### src/rtl/fraise_pkg.sv
// Shared register map, bit positions and sequencer states for the fraise
// likelihood accumulator.
package fraise_pkg;

  localparam logic [11:0] OFF_CTRL   = 12'h800;
  localparam logic [11:0] OFF_STATUS = 12'h804;
  localparam logic [11:0] OFF_OBS    = 12'h808;
  localparam logic [11:0] OFF_RESULT = 12'h810;
  localparam logic [11:0] OFF_ARGMAX = 12'h820;

  localparam int CTRL_START_BIT  = 0;
  localparam int CTRL_IRQEN_BIT  = 1;
  localparam int STATUS_BUSY_BIT = 0;
  localparam int STATUS_DONE_BIT = 1;

  typedef enum logic {
    IDLE = 1'b0,
    RUN  = 1'b1
  } seq_state_e;

endpackage

### src/rtl/fraise_array.sv
// Single-port likelihood array: synchronous read, per-byte write enables.
// Read data holds its value until the next read.
module fraise_array
  import fraise_pkg::*;
#(
  parameter int DataWidth = 32,
  parameter int ArraySize = 64
) (
  input  logic                         clk_i,
  input  logic                         en,
  input  logic                         we,
  input  logic [DataWidth/8-1:0]       ben,
  input  logic [$clog2(ArraySize)-1:0] addr,
  input  logic [DataWidth-1:0]         wdata,
  output logic [DataWidth-1:0]         rdata
);

  logic [DataWidth-1:0] mem [ArraySize];

  always_ff @(posedge clk_i) begin
    if (en) begin
      if (we) begin
        for (int b = 0; b < DataWidth/8; b++) begin
          if (ben[b]) mem[addr][b*8 +: 8] <= wdata[b*8 +: 8];
        end
      end else begin
        rdata <= mem[addr];
      end
    end
  end

endmodule

### src/rtl/fraise_top.sv
// Bus-mapped likelihood accumulator: sums one array word per feature for each
// class, then reports the per-class totals and the winning class.
module fraise_top
  import fraise_pkg::*;
#(
  parameter int DataWidth    = 32,
  parameter int AddrWidth    = 32,
  parameter int MatrixSize   = 4,
  parameter int ArraySize    = 64,
  parameter int Nword_used   = 3,
  parameter int NbrHostsLog2 = 1
) (
  input  logic                    clk_i,
  input  logic                    reset_n,
  input  logic                    req_valid_i,
  output logic                    ready_o,
  input  logic [NbrHostsLog2-1:0] req_host_addr_i,
  input  logic [AddrWidth-1:0]    req_addr_i,
  input  logic                    req_wen_i,
  input  logic [DataWidth-1:0]    req_wdata_i,
  input  logic [DataWidth/8-1:0]  req_ben_i,
  output logic                    resp_valid_o,
  input  logic                    resp_ready_i,
  output logic [DataWidth-1:0]    resp_data_o,
  output logic [NbrHostsLog2-1:0] resp_ini_addr_o,
  output logic                    irq_o
);

  localparam int ArrBits   = $clog2(ArraySize);
  localparam int FeatBits  = $clog2(MatrixSize);
  localparam int KBits     = (FeatBits > 0) ? FeatBits : 1;
  localparam int JBits     = (Nword_used > 1) ? $clog2(Nword_used) : 1;
  localparam int RowStride = ArraySize / MatrixSize;

  function automatic logic [DataWidth-1:0] merge_bytes(input logic [DataWidth-1:0]   old,
                                                       input logic [DataWidth-1:0]   wdata,
                                                       input logic [DataWidth/8-1:0] ben);
    merge_bytes = old;
    for (int b = 0; b < DataWidth/8; b++) begin
      if (ben[b]) merge_bytes[b*8 +: 8] = wdata[b*8 +: 8];
    end
  endfunction

  seq_state_e           state, state_next;
  logic [DataWidth-1:0] result      [MatrixSize];
  logic [DataWidth-1:0] result_next [MatrixSize];
  logic [DataWidth-1:0] obs, rdata_reg, arr_rdata, resp_data_q;
  logic [KBits-1:0]     argmax, argmax_next, res_idx, k_p0, k_p1;
  logic [JBits-1:0]     j_p0, j_p1;
  logic [FeatBits-1:0]  feat_p0;
  logic [ArrBits-1:0]   seq_addr, arr_addr;
  logic [11:0]          off;
  logic busy, last, in_array, in_result, accept, wr, rd, start_fire, seq_re;
  logic bus_arr, arr_en, arr_we, irq_en, done, resp_arr;
  logic unused_addr;

  assign off         = req_addr_i[11:0];
  assign unused_addr = ^req_addr_i[AddrWidth-1:12];
  assign busy        = (state == RUN);
  assign in_array    = int'(off) < 4 * ArraySize;
  assign in_result   = (int'(off) >= int'(OFF_RESULT)) &&
                       (int'(off) < int'(OFF_RESULT) + 4 * MatrixSize) && (off[1:0] == 2'b00);
  assign res_idx     = KBits'((off - OFF_RESULT) >> 2);

  assign ready_o    = (!resp_valid_o || resp_ready_i) && !(busy && in_array);
  assign accept     = req_valid_i && ready_o;
  assign wr         = accept && req_wen_i;
  assign rd         = accept && !req_wen_i;
  assign start_fire = wr && (off == OFF_CTRL) && req_ben_i[0] &&
                      req_wdata_i[CTRL_START_BIT] && !busy;
  assign last       = busy && (k_p1 == KBits'(MatrixSize - 1)) && (j_p1 == JBits'(Nword_used - 1));
  assign irq_o      = done && irq_en;

  // p0: choose the (class, feature) word to read; START issues step 0 directly
  always_comb begin
    k_p0 = '0;
    j_p0 = '0;
    if (busy) begin
      if (j_p1 == JBits'(Nword_used - 1)) begin
        k_p0 = k_p1 + 1'b1;
      end else begin
        k_p0 = k_p1;
        j_p0 = j_p1 + 1'b1;
      end
    end
    feat_p0  = obs[int'(j_p0) * FeatBits +: FeatBits];
    seq_addr = ArrBits'(int'(k_p0) * RowStride + int'(j_p0) * MatrixSize + int'(feat_p0));
  end

  assign seq_re   = start_fire || (busy && !last);
  assign bus_arr  = accept && in_array;
  assign arr_en   = seq_re || bus_arr;
  assign arr_we   = bus_arr && req_wen_i;
  assign arr_addr = seq_re ? seq_addr : off[ArrBits+1:2];

  fraise_array #(
    .DataWidth (DataWidth),
    .ArraySize (ArraySize)
  ) u_array (
    .clk_i (clk_i),
    .en    (arr_en),
    .we    (arr_we),
    .ben   (req_ben_i),
    .addr  (arr_addr),
    .wdata (req_wdata_i),
    .rdata (arr_rdata)
  );

  // p1: accumulate the word read last cycle and rank the updated totals
  always_comb begin
    argmax_next = '0;
    for (int k = 0; k < MatrixSize; k++) result_next[k] = result[k];
    if (busy) result_next[k_p1] = result[k_p1] + arr_rdata;
    for (int k = 1; k < MatrixSize; k++) begin
      if (result_next[k] > result_next[argmax_next]) argmax_next = KBits'(k);
    end
  end

  always_comb begin
    state_next = state;
    case (state)
      IDLE:    if (start_fire) state_next = RUN;
      RUN:     if (last) state_next = IDLE;
      default: state_next = IDLE;
    endcase
  end

  always_comb begin
    rdata_reg = '0;
    if (in_result) begin
      rdata_reg = result[res_idx];
    end else begin
      case (off)
        OFF_CTRL:   rdata_reg[CTRL_IRQEN_BIT] = irq_en;
        OFF_STATUS: begin
          rdata_reg[STATUS_BUSY_BIT] = busy;
          rdata_reg[STATUS_DONE_BIT] = done;
        end
        OFF_OBS:    rdata_reg = obs;
        OFF_ARGMAX: rdata_reg = DataWidth'(argmax);
        default:    rdata_reg = '0;
      endcase
    end
  end

  always_ff @(posedge clk_i) begin
    if (!reset_n) begin
      state  <= IDLE;
      done   <= 1'b0;
      irq_en <= 1'b0;
      obs    <= '0;
      argmax <= '0;
      k_p1   <= '0;
      j_p1   <= '0;
      for (int k = 0; k < MatrixSize; k++) result[k] <= '0;
    end else begin
      state <= state_next;
      if (wr && (off == OFF_CTRL) && req_ben_i[0]) irq_en <= req_wdata_i[CTRL_IRQEN_BIT];
      if (wr && (off == OFF_OBS) && !busy) obs <= merge_bytes(obs, req_wdata_i, req_ben_i);
      if (start_fire) begin
        for (int k = 0; k < MatrixSize; k++) result[k] <= '0;
        k_p1 <= '0;
        j_p1 <= '0;
      end else if (busy) begin
        for (int k = 0; k < MatrixSize; k++) result[k] <= result_next[k];
        k_p1 <= k_p0;
        j_p1 <= j_p0;
      end
      if (last) argmax <= argmax_next;
      if (last) begin
        done <= 1'b1;
      end else if (start_fire) begin
        done <= 1'b0;
      end else if (wr && (off == OFF_STATUS) && req_wdata_i[STATUS_DONE_BIT]) begin
        done <= 1'b0;
      end
    end
  end

  // Array reads complete a cycle late, so their response data comes straight
  // from the array's read register, which stays put until the next read.
  always_ff @(posedge clk_i) begin
    if (!reset_n) begin
      resp_valid_o    <= 1'b0;
      resp_data_q     <= '0;
      resp_ini_addr_o <= '0;
      resp_arr        <= 1'b0;
    end else if (accept) begin
      resp_valid_o    <= 1'b1;
      resp_data_q     <= rd ? rdata_reg : '0;
      resp_ini_addr_o <= req_host_addr_i;
      resp_arr        <= rd && in_array;
    end else if (resp_ready_i) begin
      resp_valid_o <= 1'b0;
      resp_arr     <= 1'b0;
    end
  end

  assign resp_data_o = resp_arr ? arr_rdata : resp_data_q;

endmodule

### config.mk
export PLATFORM = sky130hd
export DESIGN_NAME = fraise_top
export DESIGN_NICKNAME = d
export VERILOG_FILES = /design/src/rtl/fraise_pkg.sv /design/src/rtl/fraise_array.sv /design/src/rtl/fraise_top.sv
export SDC_FILE = /design/constraint.sdc
export NUM_CORES = 2
export LEC_CHECK = 0
export ABC_AREA = 1
export BUFFER_PORTS_ARGS = -buffer_cell sky130_fd_sc_hd__buf_2
export CORE_MARGIN = 2
export CORE_UTILIZATION = 45
export CTS_CLUSTER_SIZE = 30
export DETAILED_ROUTE_END_ITERATION = 7
export PLACE_DENSITY = 0.6
export SYNTH_ARGS = -nofsm -noshare
export SYNTH_HDL_FRONTEND = slang
export SYNTH_SLANG_ARGS = --single-unit
### constraint.sdc
create_clock -name clk_i -period 7.05 [get_ports clk_i]
set_input_delay 0.705 -clock clk_i [delete_from_list [all_inputs] [get_ports clk_i]]
set_output_delay 0.705 -clock clk_i [all_outputs]
set_load 0.05 [all_outputs]
Word-level counts from Yosys, hierarchy flattened
Memories as Yosys holds them, arrays and structs flattened. A register that Yosys moved wholly into a read port is not among the register bits.
Cells that the tools add are included.

storage, ports and cells
  register bits = 76
  memory bits (writable) = 2176
  output and inout bits = 36
  memories = 2

operators by class
  $add $sub $neg = 6
  order comparisons = 10
  equality and inequality tests = 6
  shift-type cells = 1
  muxes and demuxes = 66
  bitwise logic cells = 14
  reductions and logical operators = 40

memories
  name         words  bits a word  rd ports  clocked after Yosys merged registers in  write ports  line                RTL
  u_array.mem  64     32           1         1                                        1            fraise_array.sv:18  logic [DataWidth-1:0] mem [ArraySize];
  result       4      32           6         1                                        4            fraise_top.sv:45    logic [DataWidth-1:0] result [MatrixSize];

operator list
  operator                                              number
  two-way mux 32 bit                                    16
  binary-select mux 32 bit (select 2 bit)               2
  bitwise mux 128 bit                                   1
  two-way mux 128 bit                                   1
  greater-than comparator 32 bit                        3
  demux 32 bit (select 2 bit)                           1
  == test 12 bit (second input constant)                4
  adder 32 bit                                          1
  two-way mux 1 bit                                     32
  variable part select 32 x 4 -> 2 bit                  1
  two-way mux 30 bit                                    1
  logical AND 1 bit                                     23
  two-way mux 2 bit                                     8
  >= comparator 12 bit (second input constant)          1
  < comparator 12 bit (second input constant)           1
  < comparator 12 x 9 -> 1 bit (second input constant)  1
  AND reduction 2 bit                                   5
  >= comparator 3 bit (second input constant)           3
  NOT 2 -> 3 bit                                        3
  OR 1 bit                                              8
  adder 6 x 2 -> 6 bit                                  1
  adder 6 x 4 -> 6 bit                                  1
  two-way mux 6 bit                                     1
  zero test 1 bit                                       5
  other kinds (13)                                      19

Depth between registers and ports, before layout
  word-level depth = 21
  mapped depth = 61
  depth with buffers taken out = 58

By module
Synthesis repeated with hierarchy kept, for this count alone.

unflattened totals
  cells, all modules = 11418
  area total of the unflattened synthesis = 105866.5 µm²

by module, submodules not included
  module        instances  cells an instance  area each (µm²)  sequential area each (µm²)
  fraise_array  1          8727               88059.5          62459.9
  fraise_top    1          2691               17807.1          5084.9

Worst setup path after synthesis
No wires, ideal clock.

  path kind = flip-flop to flip-flop
  start = reg with a tool-made name
  end = reg argmax[1]
  data arrival time = 7.565 ns
  required time = 6.942 ns
  path slack = -0.623 ns
  stages on the path, launching flop included = 54
  buffers on the path = 4
  period minus slack after synthesis = 7.673 ns
  path through = dfxtp_1 -> clkbuf_1 -> clkbuf_1 -> a21oi_1 -> a21oi_1 -> ha_1 -> inv_1 -> fa_1 -> inv_1 -> nand2_1 -> a21oi_1 -> a21oi_1 -> inv_1 -> a21oi_1 -> o21ai_0 -> nand3_1 -> nand3_1 -> nand3_1 -> (+18 left out) -> nor4_1 -> nand2_1 -> o211ai_1 -> nand2_1 -> inv_1 -> clkbuf_1 -> nand2_1 -> nand2_1 -> ha_1 -> nand2_1 -> inv_1 -> o21ai_0 -> nand2_1 -> a211oi_1 -> nand2_1 -> a21oi_1 -> a21o_1 -> inv_1

RTL lines
  item                  line               RTL
  end signal, assigned  fraise_top.sv:169  if (last) argmax <= argmax_next;
  end, declared         fraise_top.sv:48   logic [KBits-1:0] argmax, argmax_next, res_idx, k_p0, k_p1;

==> reports/results.ini <==
[setup_path]
cp_slowest_stage_delay_ns=0.40
r2r-end=argmax[1]
crit_path_end_kind=flip-flop
reg2regPathDepth=55
slowest_stage=dfxtp_4
cp.required_ns=7.84
crit_arrival_ns=8.76
cp-endpoint=argmax[1]
critPathMaxFanout=10
worst_setup_path_start_kind=flip-flop
cpMostUsedCell=nand2_1
critPathKind=reg -> reg
reg2reg_slack_ns=-0.92

[global_route]
overflow=0
track_usage=0.277
grt_max_degree=175
first_global_vias=75000
grt_pass1_wl_um=497000
grt_antenna_before_repair=21

[final_layout]
instances_no_fill=15400
layout-drive-gt1-share=0.142
final-seq-area_sq_um=67500
num-fill-cells=21000
top_register=u_array.mem
multi_input_area_sq_um=29300
reg_top3=u_array.mem: 2048 flops, result: 128 flops
nets=12300
syn_to_final_growth_pct=17.7
largest_reg_flops=2048

[timing]
finalCritPeriodShare=1.13
hold_violations=0
setup_viol=2
fin_worst_skew_ns=0.0348
tightestPinTransition_ns=1.15
hold_ws_ns=0.0723
fin_ws_ns=-0.916
fmax_mhz=126
rsz0062_at_grt=true
slew_headroom=0.230
slew_violations=0
fin_crit_ns=7.97

[placement]
place_inst=14900
finalWeightedCongestion=0.977
hpwl_um=222000
numPortBuffers=89

[synthesis]
synth_ff_type=edfxtp_1
yosysMostFrequentCell=nand2_1
yosys-top-cells-area=edfxtp_1 61%, nand2_1 11%, inv_1 7.8%, nand3_1 5.0%, nor2_1 2.2%
ys_seq_area_frac=0.633
syn_area_sq_um=107000
synth_top_area_share=0.613
synth_fp_nets=11500
synth_edf_count=2176
post_synth_num_cell_types=52
postSynth.asyncResetShare=0
synth-seq-cells=2286
synth_commonest_cells=3228 x nand2_1, 2214 x inv_1, 2176 x edfxtp_1, 1075 x nand3_1, 629 x nor2_1
yosysTopAreaCell=edfxtp_1
synth_cells=11300
ys_warn_count=0
avgSynthCellArea_sq_um=9.47

[clock_tree]
clock_path_buffers=3
cts_tree=built
root_buffer=clkbuf_16
path_clk_slew_ns=0.06
clk_latency_ns=0.90
cts_sinks=2286
cts_buffers=233
cts_hold_buf=0
h-tree-depth=4

[hold_path]
min_path_type=in -> reg

[die]
die_width_um=491
dieArea_sq_um=241000
start_util=0.453
core_sq_um=235000
die-height_um=491
ios=110
core.rowCount=178

[run_status]
status=finished with violations
violations=negative setup slack

[pwr]
vdd_drop_max_uv=201
p_leak_uw=0.0555
powerDensity_nw_per_um2=234

[drt]
drtIter0Drc=9839
wl_per_cell_um=22.0
drtAntennaViolNets=0
vias=79900
drt-pass1-iter-count=7
wirelength_um=340000
drc=0
avgViaCountPerCell=5.18

[job]
drv_cap=0

## cell usage in the layout (no fill, tap or decap), types with 41 or more instances in the layout
| master | synthesis | layout |
|---|---|---|
| a21oi_1 | 189 | 158 |
| buf_2 | 275 | 89 |
| buf_4 | 43 | 933 |
| clkbuf_1 | 179 | 43 |
| clkbuf_16 | 0 | 240 |
| clkinv_1 | 10 | 62 |
| clkinv_2 | 0 | 55 |
| dfxtp_1 | 110 | 108 |
| edfxtp_1 | 2176 | 2176 |
| ha_1 | 131 | 120 |
| inv_1 | 2214 | 2197 |
| nand2_1 | 3228 | 3185 |
| nand2_2 | 6 | 41 |
| nand3_1 | 1075 | 1054 |
| nand4_1 | 51 | 51 |
| nor2_1 | 629 | 611 |
| nor3_1 | 71 | 67 |
| o21ai_0 | 444 | 369 |
| o21ai_1 | 109 | 164 |
| or2_2 | 53 | 53 |
## stage by stage
step	cell area (sq um)	util	total power [uW]	setup WS, ns	setup TNS [ns]
4_1_cts	125000	0.532	29500	-0.877	-2.51
3_5_place_dp	116000	0.492	17100	-1.86	-3.66
2_1_floorplan	107000	-	16100	0.00736	0
6_report	126000	0.533	29400	-0.916	-1.77
3_3_place_gp	116000	0.492	17100	-1.78	-3.49
5_1_grt	126000	0.533	30200	-1.34	-2.61
## cells by family (layout without fill, tap and decap cells)
| group | after synthesis | in the layout | synth area share |
|---|---|---|---|
| buf+inv | 2744 | 3750 | 0.101 |
| flops | 2286 | 2286 | 0.633 |
| mux | 31 | 31 | 0.00327 |
| compound gates | 887 | 887 | 0.0454 |
| xor+xnor | 10 | 10 | 0.000821 |
| fa+ha+maj | 132 | 132 | 0.0156 |
| simple gates | 5166 | 5166 | 0.200 |
| other cells | 0 | 8 | 0 |
## report_power, final
group	total [uW]	internal, uW	switching (uW)
logic	2000	569	1430
clock network	12500	7160	5370
registers	14900	14900	25.9
## cell type report
cell class,count,area share
Antenna cell,8,0.000159
Clock buffer,284,0.0491
Tap cell,3150,0.0314
Timing Repair Buffer,1081,0.0684
Multi-Input combinational cell,6226,0.234
Clock inverter,157,0.0123
Sequential cell,2286,0.538
Inverter,2228,0.0668
## layer usage
metal  share of wire  vias up  GRT usage  wire [um]
li1                -    37700          -          -
met1            0.43    38100      0.398     147000
met2            0.44     3525      0.416     149000
met3           0.090      551     0.0503      30500
met4           0.042       10      0.110      14100
met5         0.00022        -          0         74
## worst min-delay path by stage
stage | startpoint | end | slack (ns) | cells after the start
after floorplan | resp_data_q[0] | resp_data_q[0] | 0.44 | 2
after global placement | resp_data_q[6] | resp_data_q[6] | 0.45 | 2
after detailed placement | resp_data_q[11] | resp_data_q[11] | 0.45 | 2
after CTS | req_host_addr_i | resp_ini_addr_o | 0.005 | 3
after global routing | req_host_addr_i | resp_ini_addr_o | 0.05 | 3
final | req_host_addr_i | resp_ini_addr_o | 0.07 | 3
## what timing repair did
item                                   4_1_cts  5_1_grt
endpoints found under the hold margin        0        0
pin swaps                                   80       42
gates resized for setup                    255       66
cloned                                       5        2
setup endpoints to repair                    2        3
buffers inserted                            78       19
## worst max-delay path: cells and delay by family (launching register included)
| kind | cells | cell delay, ns |
|---|---|---|
| simple gates | 18 | 1.69 |
| buf+inv | 13 | 1.50 |
| fa+ha+maj | 4 | 1.26 |
| flops | 1 | 0.40 |
| xor+xnor | 1 | 0.24 |
| compound gates | 19 | 2.78 |
Note: power is estimated with default switching activity, not from simulation.
